$ cat src/rtl/output_arbiter_pkg.sv
// Shared router definitions: route codes, route-code width and input port indices.
// Used by the input controllers and by every output_arbiter instance.
package output_arbiter_pkg;

   localparam int unsigned N_REGISTER = 3;
   localparam int unsigned N_PORT     = 5;

   typedef enum logic [N_REGISTER-1:0] {
      LOCAL        = 3'b000,
      EAST         = 3'b001,
      WEST         = 3'b010,
      NORTH        = 3'b011,
      SOUTH        = 3'b100,
      NOT_REGISTER = 3'b111
   } route_t;

   localparam int unsigned PORT_L = 0;
   localparam int unsigned PORT_E = 1;
   localparam int unsigned PORT_W = 2;
   localparam int unsigned PORT_N = 3;
   localparam int unsigned PORT_S = 4;

endpackage

$ cat src/rtl/output_arbiter_if.sv
// Request/grant/output-link bundle between the input controllers and one output arbiter.
// The master side drives requests and flow control; the slave side is the arbiter.
interface output_arbiter_if
   import output_arbiter_pkg::*;
#(
   parameter int unsigned DATA_WIDTH = 8,
   parameter int unsigned N_REGISTER = output_arbiter_pkg::N_REGISTER,
   parameter int unsigned N_PORT     = output_arbiter_pkg::N_PORT
);

   logic [N_PORT*N_REGISTER-1:0] req_register;
   logic [N_PORT*DATA_WIDTH-1:0] req_data;
   logic [N_PORT-1:0]            grant;
   logic [DATA_WIDTH-1:0]        data_out;
   logic                         valid_out;
   logic                         full_in;
   logic                         credit_in;
   logic                         credit_err;

   modport master (
      output req_register, req_data, full_in, credit_in,
      input  grant, data_out, valid_out, credit_err
   );

   modport slave (
      input  req_register, req_data, full_in, credit_in,
      output grant, data_out, valid_out, credit_err
   );

endinterface

$ cat src/rtl/output_arbiter_rr_picker.sv
// Combinational round-robin picker: first eligible index after i_ptr wins.
// Produces a one-hot winner and an any-winner flag.
module rr_picker #(
   parameter int unsigned N_PORT = 5
) (
   input  logic [N_PORT-1:0]         i_eligible,
   input  logic [$clog2(N_PORT)-1:0] i_ptr,
   output logic [N_PORT-1:0]         o_grant,
   output logic                      o_any
);

   localparam int unsigned IW = $clog2(N_PORT);

   logic [IW-1:0] w_idx;

   always_comb begin
      o_grant = '0;
      o_any   = 1'b0;
      w_idx   = '0;
      for (int unsigned off = 1; off <= N_PORT; off++) begin
         w_idx = IW'((32'(i_ptr) + off) % N_PORT);
         if (!o_any && i_eligible[w_idx]) begin
            o_grant[w_idx] = 1'b1;
            o_any          = 1'b1;
         end
      end
   end

endmodule

$ cat src/rtl/output_arbiter.sv
// Per-output-port switch allocator: round-robin grant, registered flit output, flow control.
// Build with OUTPUT_ARB_CREDIT_EN for credit-based flow control; otherwise full_in gates grants.
module output_arbiter
   import output_arbiter_pkg::*;
#(
   parameter int unsigned             DATA_WIDTH = 8,
   parameter int unsigned             N_REGISTER = output_arbiter_pkg::N_REGISTER,
   parameter int unsigned             N_PORT     = output_arbiter_pkg::N_PORT,
   parameter logic [N_REGISTER-1:0]   PORT_ID    = LOCAL,
   parameter int unsigned             CREDITS    = 4
) (
   input  logic             clk,
   input  logic             rst,
   output_arbiter_if.slave  bus
);

   localparam int unsigned PW = $clog2(N_PORT);

   logic [N_PORT-1:0]     r_grant;
   logic [PW-1:0]         r_ptr;
   logic [DATA_WIDTH-1:0] r_data;
   logic                  r_valid;

   logic [N_PORT-1:0]     w_eligible;
   logic [N_PORT-1:0]     w_win;
   logic                  w_any;
   logic                  w_allow;
   logic [PW-1:0]         w_win_idx;
   logic [DATA_WIDTH-1:0] w_sel_data;
   logic                  w_unused;

   // The currently granted port doubles as the mask: its route code is stale while it pops.
   always_comb begin
      w_eligible = '0;
      for (int unsigned i = 0; i < N_PORT; i++) begin
         w_eligible[i] = w_allow && !r_grant[i] &&
                         (bus.req_register[i*N_REGISTER +: N_REGISTER] == PORT_ID);
      end
   end

   rr_picker #(
      .N_PORT (N_PORT)
   ) u_picker (
      .i_eligible (w_eligible),
      .i_ptr      (r_ptr),
      .o_grant    (w_win),
      .o_any      (w_any)
   );

   always_comb begin
      w_win_idx  = '0;
      w_sel_data = '0;
      for (int unsigned i = 0; i < N_PORT; i++) begin
         if (w_win[i]) w_win_idx = PW'(i);
         if (r_grant[i]) w_sel_data |= bus.req_data[i*DATA_WIDTH +: DATA_WIDTH];
      end
   end

   always_ff @(posedge clk) begin
      if (rst) begin
         r_grant <= '0;
         r_ptr   <= PW'(N_PORT - 1);
         r_data  <= '0;
         r_valid <= 1'b0;
      end else begin
         r_grant <= w_win;
         if (w_any) r_ptr <= w_win_idx;
         r_valid <= |r_grant;
         if (|r_grant) r_data <= w_sel_data;
      end
   end

`ifdef OUTPUT_ARB_CREDIT_EN
   localparam int unsigned CW = $clog2(CREDITS + 1);

   logic [CW-1:0] r_credit;
   logic          r_credit_err;

   assign w_allow = (r_credit != '0);

   // A grant and a credit return in the same cycle cancel out.
   always_ff @(posedge clk) begin
      if (rst) begin
         r_credit     <= CW'(CREDITS);
         r_credit_err <= 1'b0;
      end else if (w_any && !bus.credit_in) begin
         r_credit <= r_credit - 1'b1;
      end else if (!w_any && bus.credit_in) begin
         if (r_credit == CW'(CREDITS)) r_credit_err <= 1'b1;
         else                          r_credit     <= r_credit + 1'b1;
      end
   end

   assign bus.credit_err = r_credit_err;
   assign w_unused       = bus.full_in;
`else
   assign w_allow        = !bus.full_in;
   assign bus.credit_err = 1'b0;
   assign w_unused       = bus.credit_in;
`endif

   assign bus.grant     = r_grant;
   assign bus.data_out  = r_data;
   assign bus.valid_out = r_valid;

endmodule

$ cat src/flat_wrapper.sv
// flat-port wrapper written by rule: the top's interface ports become plain ports
module output_arbiter_flat import output_arbiter_pkg::*;
#(
   parameter int unsigned             DATA_WIDTH = 8,
   parameter int unsigned             N_REGISTER = output_arbiter_pkg::N_REGISTER,
   parameter int unsigned             N_PORT     = output_arbiter_pkg::N_PORT,
   parameter logic [N_REGISTER-1:0]   PORT_ID    = LOCAL,
   parameter int unsigned             CREDITS    = 4
)
  (clk, rst, bus_req_register, bus_req_data, bus_full_in, bus_credit_in, bus_grant, bus_data_out, bus_valid_out, bus_credit_err);
  output_arbiter_if #(.DATA_WIDTH(DATA_WIDTH), .N_REGISTER(N_REGISTER), .N_PORT(N_PORT)) bus_i ();
  input  logic clk;
  input  logic rst;
  input wire logic [$bits(bus_i.req_register)-1:0] bus_req_register;
  input wire logic [$bits(bus_i.req_data)-1:0] bus_req_data;
  input wire logic [$bits(bus_i.full_in)-1:0] bus_full_in;
  input wire logic [$bits(bus_i.credit_in)-1:0] bus_credit_in;
  output wire logic [$bits(bus_i.grant)-1:0] bus_grant;
  output wire logic [$bits(bus_i.data_out)-1:0] bus_data_out;
  output wire logic [$bits(bus_i.valid_out)-1:0] bus_valid_out;
  output wire logic [$bits(bus_i.credit_err)-1:0] bus_credit_err;
  assign bus_i.req_register = bus_req_register;
  assign bus_i.req_data = bus_req_data;
  assign bus_i.full_in = bus_full_in;
  assign bus_i.credit_in = bus_credit_in;
  assign bus_grant = bus_i.grant;
  assign bus_data_out = bus_i.data_out;
  assign bus_valid_out = bus_i.valid_out;
  assign bus_credit_err = bus_i.credit_err;
  output_arbiter #(.DATA_WIDTH(DATA_WIDTH), .N_REGISTER(N_REGISTER), .N_PORT(N_PORT), .PORT_ID(PORT_ID), .CREDITS(CREDITS)) u_core (.clk(clk), .rst(rst), .bus(bus_i));
endmodule
$ cat config.mk
export PLATFORM = sky130hd
export DESIGN_NAME = output_arbiter_flat
export DESIGN_NICKNAME = d
export VERILOG_FILES = /design/src/rtl/output_arbiter_pkg.sv /design/src/rtl/output_arbiter_if.sv /design/src/rtl/output_arbiter_rr_picker.sv /design/src/rtl/output_arbiter.sv /design/src/flat_wrapper.sv
export SDC_FILE = /design/constraint.sdc
export NUM_CORES = 1
export LEC_CHECK = 0
export BUFFER_PORTS_ARGS = -buffer_cell sky130_fd_sc_hd__buf_2
export CAP_MARGIN = 25
export CORE_AREA = 2 2 53 105
export DETAILED_ROUTE_END_ITERATION = 8
export DIE_AREA = 0 0 55 107
export GPL_TIMING_DRIVEN = 1
export MAX_ROUTING_LAYER = met4
export PLACE_DENSITY = 0.9
export SLEW_MARGIN = 5
export SYNTH_ARGS = -nofsm -noshare
export SYNTH_HDL_FRONTEND = slang
export SYNTH_SLANG_ARGS = --single-unit
export TNS_END_PERCENT = 20
$ cat constraint.sdc
create_clock -name clk -period 13.61 [get_ports clk]
set_input_delay 4.083 -clock clk [delete_from_list [all_inputs] [get_ports clk]]
set_output_delay 4.083 -clock clk [all_outputs]
set_load 0.02 [all_outputs]
==> flow_summary.json <==
{
  "max-vdd-ir-drop_mv": 0.167,
  "synth_top_family_by_area": "compound AO/OA/AOI/OAI gates",
  "netlist_top_cells_count": "nand2_1, nor2_1, a21oi_1",
  "total_power_w": 0.000838,
  "worstMarginPinSlew_ns": 0.791,
  "nets": 538,
  "overflow": 0,
  "hold_buffers": 0,
  "die_h_um": 107,
  "cts_root_buf": "clkbuf_8",
  "insertedDiodeCount": 0,
  "post-route-period-util": 0.517,
  "rsz0062_at_grt": "false",
  "clock_sinks": 17,
  "cts_max_path_buffers": 2,
  "cts_tree": "done",
  "die-area_um2": 5890,
  "grt_start_max_net_pins": 44,
  "multi_input_area_um2": 2370,
  "tns_ns": 0,
  "status": "finished clean",
  "worst_clock_skew_ns": 0.00197,
  "vias": 3577,
  "grt_pass1_vias": 3498,
  "io_pins": 74,
  "start_kind": "input port",
  "drtIter0Drc": 242,
  "synthAdderAreaFrac": 0.0939,
  "maxSlewHeadroom": 0.472,
  "initial_utilization": 0.576,
  "cts.repair.resized": 0,
  "crit_type": "in2reg",
  "critPathRequiredTime_ns": 13.76,
  "hold_viol": 0,
  "worst-endpoint-arrival_ns": 7.18,
  "routed_wl_mm": 9.83,
  "area_delta_synth_final_pct": 11.9,
  "gp_congestion": 1.00,
  "post_drt_wl_per_cell_um": 19.1,
  "fp.dieW_um": 55,
  "grt_pass1_wl_mm": 15.8,
  "synth_cell_types": 78,
  "drive_above_1_share": 0.215,
  "grt_antenna_before_repair": 0,
  "synth_area_um2": 2930,
  "power.density_nw_per_um2": 255,
  "clock_latency_ns": 0.26,
  "async_flop_share": 0,
  "synth_top_cell_by_area": "dfxtp_1",
  "fmax_ghz": 0.142,
  "numCtsBuffers": 3,
  "ys_top_cells_by_area": "dfxtp_1, ha_1, a21oi_1",
  "setup_viol": 0,
  "drv_cap": 0,
  "avgSynthCellArea_um2": 7.19,
  "crit_path_end_kind": "flop",
  "critical_path_peak_fanout": 7,
  "num-fill-cells": 455,
  "syn_inst": 408,
  "reg2reg_from": "u_core.r_ptr[0]",
  "post-dp-hpwl_mm": 7.55,
  "syn-num-nets": 489,
  "clkTransAtPathRegs_ns": 0.07,
  "yosysTopAreaCellShare": 0.116,
  "hold_path_class": "reg2reg",
  "hold_ws_ns": 0.486,
  "final_max_slew_viol_count": 0,
  "ys_seq_area_frac": 0.116,
  "synth_xor_area_frac": 0.0303,
  "core_area_um2": 5090,
  "hold_path_startpoint": "u_core.bus.data_out[7]",
  "final_antenna_net_count": 0,
  "synth_seq_cells": 17,
  "synth_simple_gate_area_share": 0.263,
  "drc_errors": 0,
  "portBuffers": 71,
  "avgViaCountPerCell": 6.96,
  "synthMuxAreaShare": 0.0465,
  "yosysMostFrequentCell": "nand2_1",
  "period_needed_ns": 7.03,
  "synth-compound-area-share": 0.374,
  "leakage_nw": 1.33,
  "firstDrtPassIters": 7,
  "synth_flop_cell": "dfxtp_1",
  "yosys_warnings": 0,
  "seq_area_um2": 340,
  "h-tree-depth": 1,
  "track_usage": 0.363,
  "synth_edf_count": 0,
  "rows": 37,
  "cp-startpoint": "bus_full_in",
  "postCtsSetupBuffers": 0
}
## registers in the layout (all words and copies together) (netlist names)
| register | count |
|---|---|
| u_core.bus.data_out | 8 |
| u_core.bus.grant | 5 |
| u_core.bus.valid_out | 1 |
| u_core.r_ptr | 3 |
## power breakdown
part / switching (W) / internal [W] / leakage, nW / total, W
registers: 0.0000151 / 0.0000640 / 0.139 / 0.0000791
logic: 0.000439 / 0.000280 / 1.17 / 0.000719
clock network: 0.0000194 / 0.0000204 / 0.0255 / 0.0000397
total: 0.000473 / 0.000364 / 1.33 / 0.000838
## critical path, stage by stage
cell      delay [ns]
buf_2           0.14
or4_1           0.55
nor2_1          0.49
a21boi_0        0.26
o221a_2         0.23
o221ai_1        0.12
a21oi_2         0.32
mux2_2          0.38
a21oi_1         0.27
a21boi_1        0.24
o21bai_1        0.09
## layout make-up
type                            instances  area share
Tap cell                               58      0.0221
Inverter                               20      0.0229
Clock buffer                            3      0.0126
Clock inverter                          1     0.00153
Multi-Input combinational cell        341       0.723
Sequential cell                        17       0.104
Timing Repair Buffer                   74       0.114
## cell usage in the layout (no fill, tap or decap), types with 3 or more instances in the layout
cell type	instances
o21bai_1	3
mux2i_1	8
nor2_1	34
a21o_1	5
nand2b_1	8
a21oi_1	28
nand2_1	36
o211ai_1	10
a211oi_1	4
a31oi_1	12
or4_1	4
nor4_1	5
buf_2	72
a21boi_0	3
ha_1	22
and2_1	8
nand3_1	6
mux2_2	3
a32oi_1	4
or3_1	3
inv_1	20
a222oi_1	8
nor3_1	7
clkbuf_8	3
xnor2_1	7
o21ai_0	27
dfxtp_1	17
nor3b_1	3
a221oi_1	3
nor2b_1	9
and3_1	5
a22oi_1	9
o221ai_1	3
## metal layers
| layer | track usage | vias up | wire length [um] |
|---|---|---|---|
| met1 | 0.369 | 1661 | 3450 |
| met4 | 0.239 | 0 | 626 |
| met5 | - | - | 0 |
| li1 | - | 1644 | - |
| met3 | 0.0390 | 54 | 603 |
| met2 | 0.616 | 218 | 5150 |
## cells by family after synthesis
group / Yosys count
fa+ha+maj: 22
simple gates: 146
flops: 17
other cells: 1
xor+xnor: 8
buf+inv: 50
compound gates: 152
mux: 12
## through the flow
step / cell area (um2) / std cells / utilization / setup slack, ns
final: 3280 / 514 / 0.644 / 6.58
after global placement: 3230 / 509 / 0.634 / 6.31
after detailed placement: 3230 / 509 / 0.634 / 6.21
after global routing: 3280 / 514 / 0.644 / 6.50
after floorplan: 2930 / 408 / - / 7.08
after CTS: 3280 / 513 / 0.643 / 6.47
## final timing paths
check | slack, ns | to | cells after the start
worst max-delay path | 6.58 | u_core.r_ptr[2] | 11
worst min-delay path | 0.49 | u_core.bus.data_out[7] | 2
worst max register to register | 8.07 | u_core.r_ptr[0] | 17
worst min register to register | 0.49 | u_core.bus.data_out[7] | 2
Power figures use the tool's default switching activity.
